### src/rtl/opc_loader_pkg.sv
// ---------------------------------------------------------------------------
// opc_loader_pkg
//
// Shared definitions for the RAM boot loader:
//   - loader_state_t    : FSM state encoding
//   - SYNC_BYTE_DEFAULT : frame start marker
//   - CNT_W             : width of the frame word-count field
//   - state_accepts_byte: which states assert in_ready
// ---------------------------------------------------------------------------
package opc_loader_pkg;

    localparam logic [7:0] SYNC_BYTE_DEFAULT = 8'hA5;
    localparam int         CNT_W             = 16;

    typedef enum logic [3:0] {
        ST_IDLE = 4'd0,
        ST_AHI  = 4'd1,
        ST_ALO  = 4'd2,
        ST_CHI  = 4'd3,
        ST_CLO  = 4'd4,
        ST_DHI  = 4'd5,
        ST_DLO  = 4'd6,
        ST_WR   = 4'd7,
        ST_CHK  = 4'd8,
        ST_FIN  = 4'd9
    } loader_state_t;

    // The loader takes bytes everywhere except the RAM write cycle and the
    // frame-complete cycle; the source holds its byte across those.
    function automatic logic state_accepts_byte(input loader_state_t s);
        return !((s == ST_WR) || (s == ST_FIN));
    endfunction

endpackage

### src/rtl/ram_loader.sv
// ---------------------------------------------------------------------------
// ram_loader
//
// Boot/load engine sitting in front of the 2K x 16 synchronous system RAM.
// Receives a framed byte stream, assembles 16-bit words (high byte first)
// and writes them into RAM, holding the CPU off the bus for the duration.
//
// Frame: SYNC, ADDR_HI, ADDR_LO, CNT_HI, CNT_LO, {DATA_HI, DATA_LO} x CNT
//        [, CHK when LOADER_CHECKSUM_EN is defined]
//
// Build option:
//   LOADER_CHECKSUM_EN - frame carries a trailing XOR checksum of every byte
//                        after SYNC; a mismatch sets the sticky error flag.
//                        Undefined: no CHK byte, error tied low.
//
// Ports:
//   clk, reset   - clock, synchronous active-high reset
//   in_data      - incoming byte
//   in_valid     - in_data valid this cycle
//   in_ready     - loader accepts byte
//   ram_address  - RAM word address
//   ram_wdata    - RAM write data (bus driven at top level when ram_wen=1)
//   ram_wen      - write-data bus enable for the top-level tristate
//   ram_cs_b     - RAM chip select, active low
//   ram_rnw      - RAM read-not-write
//   cpu_hold     - high while a frame is loading; top level muxes the bus
//   done         - one-cycle pulse at frame completion
//   error        - sticky checksum error, cleared by reset or next SYNC
//
// Handshake: a byte transfers on a rising edge where in_valid and in_ready
// are both high. in_ready never depends on in_valid; the source keeps
// in_valid/in_data stable until the transfer happens.
//
// The FSM state is held in the signal 'state' for checkers to bind to.
// ---------------------------------------------------------------------------
module ram_loader
    import opc_loader_pkg::*;
#(
    parameter int         ADDR_W    = 11,
    parameter int         DATA_W    = 16,   // two bytes per word; must be 16
    parameter logic [7:0] SYNC_BYTE = SYNC_BYTE_DEFAULT
) (
    input  logic              clk,
    input  logic              reset,
    input  logic [7:0]        in_data,
    input  logic              in_valid,
    output logic              in_ready,
    output logic [ADDR_W-1:0] ram_address,
    output logic [DATA_W-1:0] ram_wdata,
    output logic              ram_wen,
    output logic              ram_cs_b,
    output logic              ram_rnw,
    output logic              cpu_hold,
    output logic              done,
    output logic              error
);

    // State that follows the last data word (or the header when count==0).
`ifdef LOADER_CHECKSUM_EN
    localparam loader_state_t AFTER_DATA = ST_CHK;
`else
    localparam loader_state_t AFTER_DATA = ST_FIN;
`endif

    loader_state_t     state;
    loader_state_t     state_next;

    logic              accept;
    logic [7:0]        hi_byte;     // first byte of each two-byte field
    logic [15:0]       byte_pair;   // {hi_byte, current byte}
    logic [ADDR_W-1:0] addr_q;
    logic [CNT_W-1:0]  cnt_q;
    logic [DATA_W-1:0] wdata_q;

    assign accept    = in_valid && in_ready;
    assign byte_pair = {hi_byte, in_data};

    // -----------------------------------------------------------------
    // State register
    // -----------------------------------------------------------------
    always_ff @(posedge clk) begin
        if (reset) begin
            state <= ST_IDLE;
        end else begin
            state <= state_next;
        end
    end

    // -----------------------------------------------------------------
    // Next-state logic
    // -----------------------------------------------------------------
    always_comb begin
        state_next = state;
        case (state)
            ST_IDLE: begin
                // Anything other than SYNC while idle is line noise.
                if (accept && (in_data == SYNC_BYTE)) state_next = ST_AHI;
            end
            ST_AHI: if (accept) state_next = ST_ALO;
            ST_ALO: if (accept) state_next = ST_CHI;
            ST_CHI: if (accept) state_next = ST_CLO;
            ST_CLO: begin
                if (accept) begin
                    state_next = (byte_pair == 16'd0) ? AFTER_DATA : ST_DHI;
                end
            end
            ST_DHI: if (accept) state_next = ST_DLO;
            ST_DLO: if (accept) state_next = ST_WR;
            ST_WR: begin
                // cnt_q still holds the pre-decrement value here.
                state_next = (cnt_q == CNT_W'(1)) ? AFTER_DATA : ST_DHI;
            end
            ST_CHK: if (accept) state_next = ST_FIN;
            ST_FIN: state_next = ST_IDLE;
            default: state_next = ST_IDLE;
        endcase
    end

    // -----------------------------------------------------------------
    // Datapath: header fields, word assembly, address/count stepping
    // -----------------------------------------------------------------
    always_ff @(posedge clk) begin
        if (reset) begin
            hi_byte <= 8'd0;
            addr_q  <= '0;
            cnt_q   <= '0;
            wdata_q <= '0;
        end else begin
            case (state)
                ST_AHI, ST_CHI, ST_DHI: begin
                    if (accept) hi_byte <= in_data;
                end
                ST_ALO: begin
                    // Upper address bits beyond the RAM size are dropped.
                    if (accept) addr_q <= byte_pair[ADDR_W-1:0];
                end
                ST_CLO: begin
                    if (accept) cnt_q <= byte_pair;
                end
                ST_DLO: begin
                    if (accept) wdata_q <= byte_pair[DATA_W-1:0];
                end
                ST_WR: begin
                    // Address wraps naturally modulo 2^ADDR_W; counts above
                    // the RAM size simply overwrite earlier words.
                    addr_q <= addr_q + ADDR_W'(1);
                    cnt_q  <= cnt_q - CNT_W'(1);
                end
                default: begin
                end
            endcase
        end
    end

`ifdef LOADER_CHECKSUM_EN
    // -----------------------------------------------------------------
    // Running XOR of every byte after SYNC, compared with the CHK byte.
    // -----------------------------------------------------------------
    logic [7:0] chk_q;
    logic       error_q;

    always_ff @(posedge clk) begin
        if (reset) begin
            chk_q   <= 8'd0;
            error_q <= 1'b0;
        end else if (accept) begin
            case (state)
                ST_IDLE: begin
                    if (in_data == SYNC_BYTE) begin
                        chk_q   <= 8'd0;
                        error_q <= 1'b0;
                    end
                end
                ST_AHI, ST_ALO, ST_CHI, ST_CLO, ST_DHI, ST_DLO: begin
                    chk_q <= chk_q ^ in_data;
                end
                ST_CHK: begin
                    if (chk_q != in_data) error_q <= 1'b1;
                end
                default: begin
                end
            endcase
        end
    end
`endif

    // -----------------------------------------------------------------
    // Output decode
    // -----------------------------------------------------------------
    always_comb begin
        // in_ready is masked during reset so the port shows its reset value
        // while reset is held, even though the FSM then sits in IDLE.
        in_ready    = state_accepts_byte(state) && !reset;
        ram_cs_b    = 1'b1;
        ram_rnw     = 1'b1;
        ram_wen     = 1'b0;
        ram_address = addr_q;
        ram_wdata   = wdata_q;
        cpu_hold    = (state != ST_IDLE) && (state != ST_FIN);
        done        = (state == ST_FIN);
`ifdef LOADER_CHECKSUM_EN
        error       = error_q;
`else
        error       = 1'b0;
`endif
        if (state == ST_WR) begin
            ram_cs_b = 1'b0;
            ram_rnw  = 1'b0;
            ram_wen  = 1'b1;
        end
    end

endmodule
### config.mk
export PLATFORM = sky130hd
export DESIGN_NAME = ram_loader
export DESIGN_NICKNAME = d
export VERILOG_FILES = /design/src/rtl/opc_loader_pkg.sv /design/src/rtl/ram_loader.sv
export SDC_FILE = /design/constraint.sdc
export NUM_CORES = 1
export LEC_CHECK = 0
export ABC_AREA = 1
export CAP_MARGIN = 30
export CORE_ASPECT_RATIO = 0.7
export CORE_UTILIZATION = 40
export CTS_CLUSTER_SIZE = 10
export DETAILED_ROUTE_END_ITERATION = 6
export HOLD_SLACK_MARGIN = 0.03
export PLACE_DENSITY = 0.62
export SLEW_MARGIN = 20
export SYNTH_ARGS = -nofsm -noshare
export SYNTH_HDL_FRONTEND = slang
export SYNTH_SLANG_ARGS = --single-unit
### constraint.sdc
create_clock -name clk -period 2 [get_ports clk]
set_input_delay 0.2 -clock clk [delete_from_list [all_inputs] [get_ports clk]]
set_output_delay 0.2 -clock clk [all_outputs]
set_load 0.02 [all_outputs]
==> impl_metrics.env <==
export IMPL_status="complete, no violations"
export IMPL_seqPwrFrac_pct=38.8
export IMPL_clock_path_buffers=2
export IMPL_synthCells=501
export IMPL_grt_use_total_pct=22.3
export IMPL_die_x_um=109
export IMPL_ys_async_sr_fraction_pct=0
export IMPL_core_area_um2=7510
export IMPL_cp_end_kind="output port"
export IMPL_dp_cells=631
export IMPL_crit_start="state[3]"
export IMPL_syn_avg_cell_area_um2=6.36
export IMPL_final_net_count=556
export IMPL_vias=3359
export IMPL_die_area_um2=8330
export IMPL_grt_overflow=0
export IMPL_cts_sinks=55
export IMPL_reg2reg_from="state[3]"
export IMPL_routabilityCongestion=0.862
export IMPL_drt_first_iter_violations=316
export IMPL_ios=45
export IMPL_synth_most_common_cell="nand2_1"
export IMPL_syn_nets=515
export IMPL_synth_flop_cell="dfxtp_1"
export IMPL_finalNonFillerCells=641
export IMPL_ir_worst_vdd_mv=0.644
export IMPL_synth_edf_count=0
export IMPL_cts_root_buffer="clkbuf_16"
export IMPL_syn2layout_area_growth_pct=21.7
export IMPL_crit_path_max_incr_delay_ns=0.59
export IMPL_cts_hold_buffers=0
export IMPL_vias_per_cell=5.24
export IMPL_die_h_um=76.7
export IMPL_clk_pin_slew_ns=0.07
export IMPL_cp_cell_sequence="inv_2, nand2_1, o21ai_0, inv_1, clkdlybuf4s50_1"
export IMPL_multi_input_area_um2=1750
export IMPL_ys_seq_area_share_pct=34.6
export IMPL_start_kind="register"
export IMPL_worst_clock_skew_ns=0.0101
export IMPL_combPwrFrac_pct=29.7
export IMPL_setup_slack_ns=0.0979
export IMPL_wl_per_cell_um=14.0
export IMPL_p_leak_uw=0.00173
export IMPL_finalSetupTns_ns=0
export IMPL_dp_hpwl_um=6570
export IMPL_hp_start="ram_wdata[14]"
export IMPL_firstDrtPassIters=5
export IMPL_critical_path_slowest_cell="clkdlybuf4s50_1"
export IMPL_finalSetupViolCount=0
export IMPL_swShare_pct=35.0
export IMPL_required_ns=1.80
export IMPL_drv_slew=0
export IMPL_rsz0062_at_grt="no"
export IMPL_cp_top_family="buffers and inverters"
export IMPL_row_count=26
export IMPL_ys_ff_latch=55
export IMPL_power_density_nw_per_um2=847
export IMPL_grt_max_degree=36
export IMPL_pre_cts_slack_ns=0.0631
export IMPL_yosysTopAreaCellShare_pct=34.6
export IMPL_antenna_cells=0
export IMPL_clkPwrFrac_pct=31.5
export IMPL_synth_area_um2=3180
export IMPL_fin_crit_sh_pct=95.1
export IMPL_p_int_uw=2130
export IMPL_crit_buf_inv=3
export IMPL_layout_min_cycle_time_ns=1.90
export IMPL_cap_viol_max_count=0
export IMPL_insertion_delay_ns=0.30
export IMPL_min_path_type="reg -> reg"
export IMPL_antenna_found_initial=0
export IMPL_synth_distinct_cells=32
export IMPL_n_fill_cell=762
export IMPL_postRouteAntennaNets=0
export IMPL_critical_path_depth=5
export IMPL_grt_pass1_vias=2877
export IMPL_critical_path_arrival_ns=1.70
export IMPL_synth_area_leaders="dfxtp_1 35%, nand2_1 12%, nor2_1 9.4%, nand3_1 9.0%, a21oi_1 7.2%"
export IMPL_hold_path_cell_count=2
export IMPL_reg2regPathDepth=9
export IMPL_start_util_pct=42.4
export IMPL_htreeDepth=2
export IMPL_finalHoldViolCount=0
export IMPL_drc=0
export IMPL_worst_pin_slew_ns=0.526
export IMPL_cp_max_fo=5
export IMPL_wl_um=8990
export IMPL_synth_top_area_cell="dfxtp_1"
export IMPL_cts_tree="built"
export IMPL_maxSlewHeadroom_pct=64.7
export IMPL_io_buffers=43
export IMPL_yosysWarningCount=0
export IMPL_crit_type="reg -> out"
export IMPL_max_freq_ghz=0.526
export IMPL_switchingPower_uw=1150
export IMPL_post_route_cells_drive_above_1_share_pct=7.18
export IMPL_grt_pass1_wl_um=14600
export IMPL_synth_commonest_cells="102 x nand2_1, 80 x nor2_1, 57 x nand3_1"
export IMPL_cts_buffers=5
export IMPL_seqCellArea_um2=1100
## sequential cells by signal, summed over array words and instances (netlist names)
register	count
ram_address	11
state	4
ram_wdata	16
cnt_q	16
hi_byte	8
## cell families after synthesis
group	synth area share, %
AND/OR/NAND/NOR	38.1
adder cells (fa/ha/maj)	1.18
AO/OA/AOI/OAI	15.2
other	0.118
XOR/XNOR	0.275
buffers and inverters	10.5
flip-flops	34.6
## timing repair
| item | 4_1_cts | 5_1_grt |
|---|---|---|
| buffers inserted | 2 | 0 |
| cloned | 0 | 0 |
| pin swaps | 1 | 0 |
| endpoints found under the setup margin | 4 | 6 |
| gates resized for setup | 3 | 4 |
## cell type report
type / count / share of cell area, %
Multi-Input combinational cell: 368 / 45.1
Sequential cell: 55 / 28.4
Timing Repair Buffer: 55 / 13.4
Inverter: 57 / 5.58
Clock buffer: 6 / 3.32
Tap cell: 98 / 3.16
Clock inverter: 2 / 1.00
## power by group through the flow
stage,sequential (uW),combinational (uW),clock (uW)
after global routing,1290,1100,1100
after floorplan,1300,686,0
after CTS,1270,972,1040
final,1270,976,1030
after detailed placement,1290,968,0
after global placement,1290,961,0
## metrics by stage
stage,instance area [um^2],util [%],power (uW),hold WS [ns]
2_1_floorplan,3180,-,1980,0.367
3_3_place_gp,3690,49.1,2250,0.478
3_5_place_dp,3690,49.1,2260,0.484
4_1_cts,3870,51.5,3280,0.493
5_1_grt,3880,51.6,3490,0.516
6_report,3880,51.6,3280,0.493
## routing by layer
metal	up-vias	track usage, %	routed length (um)
li1	1703	-	-
met1	1531	35.4	4540
met2	119	30.8	3720
met3	6	3.40	658
met4	0	5.00	68
met5	-	0	0
## cell usage in the layout (no fill, tap or decap), types with 3 or more instances in the layout
cell type,n
nand3_1,57
clkdlybuf4s50_1,39
buf_4,12
dfxtp_1,54
nand2_2,4
o21ai_0,38
nand4_1,13
nor2_1,80
o21ai_1,4
inv_1,52
a21oi_1,46
ha_1,3
dlygate4sd2_1,3
nand2_1,102
inv_2,4
clkbuf_16,5
## worst register-to-register path: cells and delay by family, from the launching register on
kind | cells | cell delay [ns]
AO/OA/AOI/OAI | 1 | 0.11
buffers and inverters | 3 | 0.60
flip-flops | 1 | 0.41
AND/OR/NAND/NOR | 5 | 0.62
## final timing paths
kind,endpoint,slack (ns)
hold reg to reg,ram_wdata[14],0.49
setup / recovery,cpu_hold,0.1
setup reg to reg,cnt_q[6],0.20
hold / removal,ram_wdata[14],0.49
Note: power is estimated with default switching activity, not from simulation.
==> patch, RTL diff (same flow settings) <==
Set the parameter `ADDR_W` to 10 (it was 11).
--- a/src/rtl/ram_loader.sv
+++ b/src/rtl/ram_loader.sv
@@ -36,7 +36,7 @@
 module ram_loader
     import opc_loader_pkg::*;
 #(
-    parameter int         ADDR_W    = 11,
+    parameter int         ADDR_W    = 10,
     parameter int         DATA_W    = 16,   // two bytes per word; must be 16
     parameter logic [7:0] SYNC_BYTE = SYNC_BYTE_DEFAULT
 ) (
Ports: changed (resized ram_address); port bits go from 45 to 44. No check against the original RTL was run, so the function may have changed too.
==> patch against the original RTL <==
- final area fell by 2.6%
- setup slack improved by 69 ps
- sequential share of layout area rose by 0.29 points
- register-to-register slack barely moved
- sequential cell count fell by 1
- final cell count rose by 0.94%
- via count fell by 3.0%
- synthesized area fell by 2.0%
- utilization fell by 0.67 points
- critical path depth did not move
- wire length rose by 1.1%
Power is not compared: it rests on default switching activity, and its combinational part moved more than twofold at a synthesized area within 25%.
==> patch: results (changes against the original RTL) <==
| Metric | Value |
|---|---|
| Routability cong. | `0.899 (was 0.862)` |
| Syn Area/Cell | `6.21 um^2 (was 6.36 um^2)` |
| DP Wirelength | `6.74 mm (was 6.57 mm)` |
| Hold_sp | `cnt_q[1] (was ram_wdata[14])` |
| Share of layout cells above drive strength 1 | `10.0% (was 7.18%)` |
| Peak Freq | `0.545 GHz (was 0.526 GHz)` |
| Nets | `562 (was 556)` |
| Netlist cell types | `28 (was 32)` |
| Post-Syn Nets | `516 (was 515)` |
| CP Data Arrival Time | `1630 ps (was 1700 ps)` |
| Yosys warning count | `0 (unchanged)` |
| GRT Overall Usage | `24.0% (was 22.3%)` |
| Worst setup path endpoint | `ram_cs_b (was cpu_hold)` |
| Commonest cells in the netlist | `nand2_1, nor2_1, dfxtp_1 (was nand2_1, nor2_1, nand3_1)` |
| Leakage | `0.00178 uW` |
| Worst path slowest cell | `dfxtp_2 (was clkdlybuf4s50_1)` |
| Met2 GRT Util | `38.0% (was 30.8%)` |
| Final global-route overflow total | `0 (unchanged)` |
| Post-DP Area | `3670 um^2 (was 3690 um^2)` |
| Routed vias/inst | `5.04 (was 5.24)` |
| Routed Wire Length | `9.08 mm (was 8.99 mm)` |
| Fin Clk Skew | `11.0 ps (was 10.1 ps)` |
| Global-route wire length before repair | `15.0 mm (was 14.6 mm)` |
| Worst-case hold path end point | `cnt_q[1] (was ram_wdata[14])` |
| Crit path largest cell delay | `410 ps (was 590 ps)` |
| End of the worst register-to-register path | `ram_wdata[2] (was cnt_q[6])` |
| Synth Area in Adders | `1.20% (was 1.18%)` |
| Number of port buffers | `42 (was 43)` |
| Primary FF master, synth | `dfxtp_1 (unchanged)` |
| Cells after DPL | `639 (was 631)` |
| TritonCTS Buffers | `5 (unchanged)` |
| Iter 0 DRT Violations | `260 (was 316)` |
| Hold_ws | `493 ps (about the same)` |
| Wirelength per Cell | `14.0 um (about the same)` |
| Largest net degree at the start of global routing | `29 (was 36)` |
| CP delay by family, top | `buffers and inverters (unchanged)` |
| Crit-path max FO | `8 (was 5)` |
| Status | `completed (unchanged)` |
| GR Layer Usage met1 | `34.1% (was 35.4%)` |
| Met3 Track Usage GR | `4.28% (was 3.40%)` |
| Critical path origin | `state[2] (was state[3])` |
| Clk pin slew, worst setup/hold paths | `100 ps (was 70 ps)` |
| Fraction of synthesized cell area in xor and xnor cells | `0% (was 0.275%)` |
| CTS Root Cell | `clkbuf_8 (was clkbuf_16)` |
| Number of global-route vias before repair | `3,070 (was 2,877)` |
| Worst-skew pair later-pin latency | `320 ps (was 300 ps)` |
| FF-to-FF Start | `state[3] (unchanged)` |
| Post-synthesis compound-gate area fraction | `11.9% (was 15.2%)` |
| Worst R2R Path Depth | `9 (unchanged)` |
| Synth top area cells | `dfxtp_1, nand2_1, nor2_1, nand3_1, inv_1 (was dfxtp_1, nand2_1, nor2_1, nand3_1, a21oi_1)` |
| Post-CTS setup buffer count | `0 (was 2)` |
| Setup slack at placement | `52.1 ps (was 63.1 ps)` |
| FILL cells | `760 (was 762)` |
| Sequential cell area fraction in the yosys report | `34.7% (was 34.6%)` |
[patch: cell types whose count changed after synthesis, moves of 3 or more]
cell	change
a21oi_1	-17
nor2_1	+16
nor2_2	+11
nand2_1	+7
nand3_1	-6
buf_4	-4
nor2_4	+4
inv_2	-3
[patch: per-layer routing]
metal	share of wire [%]	vias up
li1	-	1696
met1	54	1489
met2	41	70
met3	4.8	4
met4	0.61	0
met5	0	-
[patch: area by class of cell]
cell class                 count  area (um^2)  area share, %
timing repair buffer          57          534           14.1
clock inverter                 2         13.8          0.364
sequential                    54         1080           28.7
inverter                      56          213           5.63
clock buffer                   6         72.6           1.92
multi-input combinational    374         1740           46.0
tap                           98          123           3.25
[patch: power by group through the flow]
stage	clock network, uW	registers, uW	logic [uW]
floorplan	0	1100	49.2
global placement	0	1100	108
detailed placement	0	1100	109
CTS	649	1080	108
global route	686	1080	117
finish	633	1080	109
[patch: what timing repair did]
item | CTS | global route
cloned | 0 | 0
setup endpoints to repair | 5 | 10
resized for setup | 7 | 5
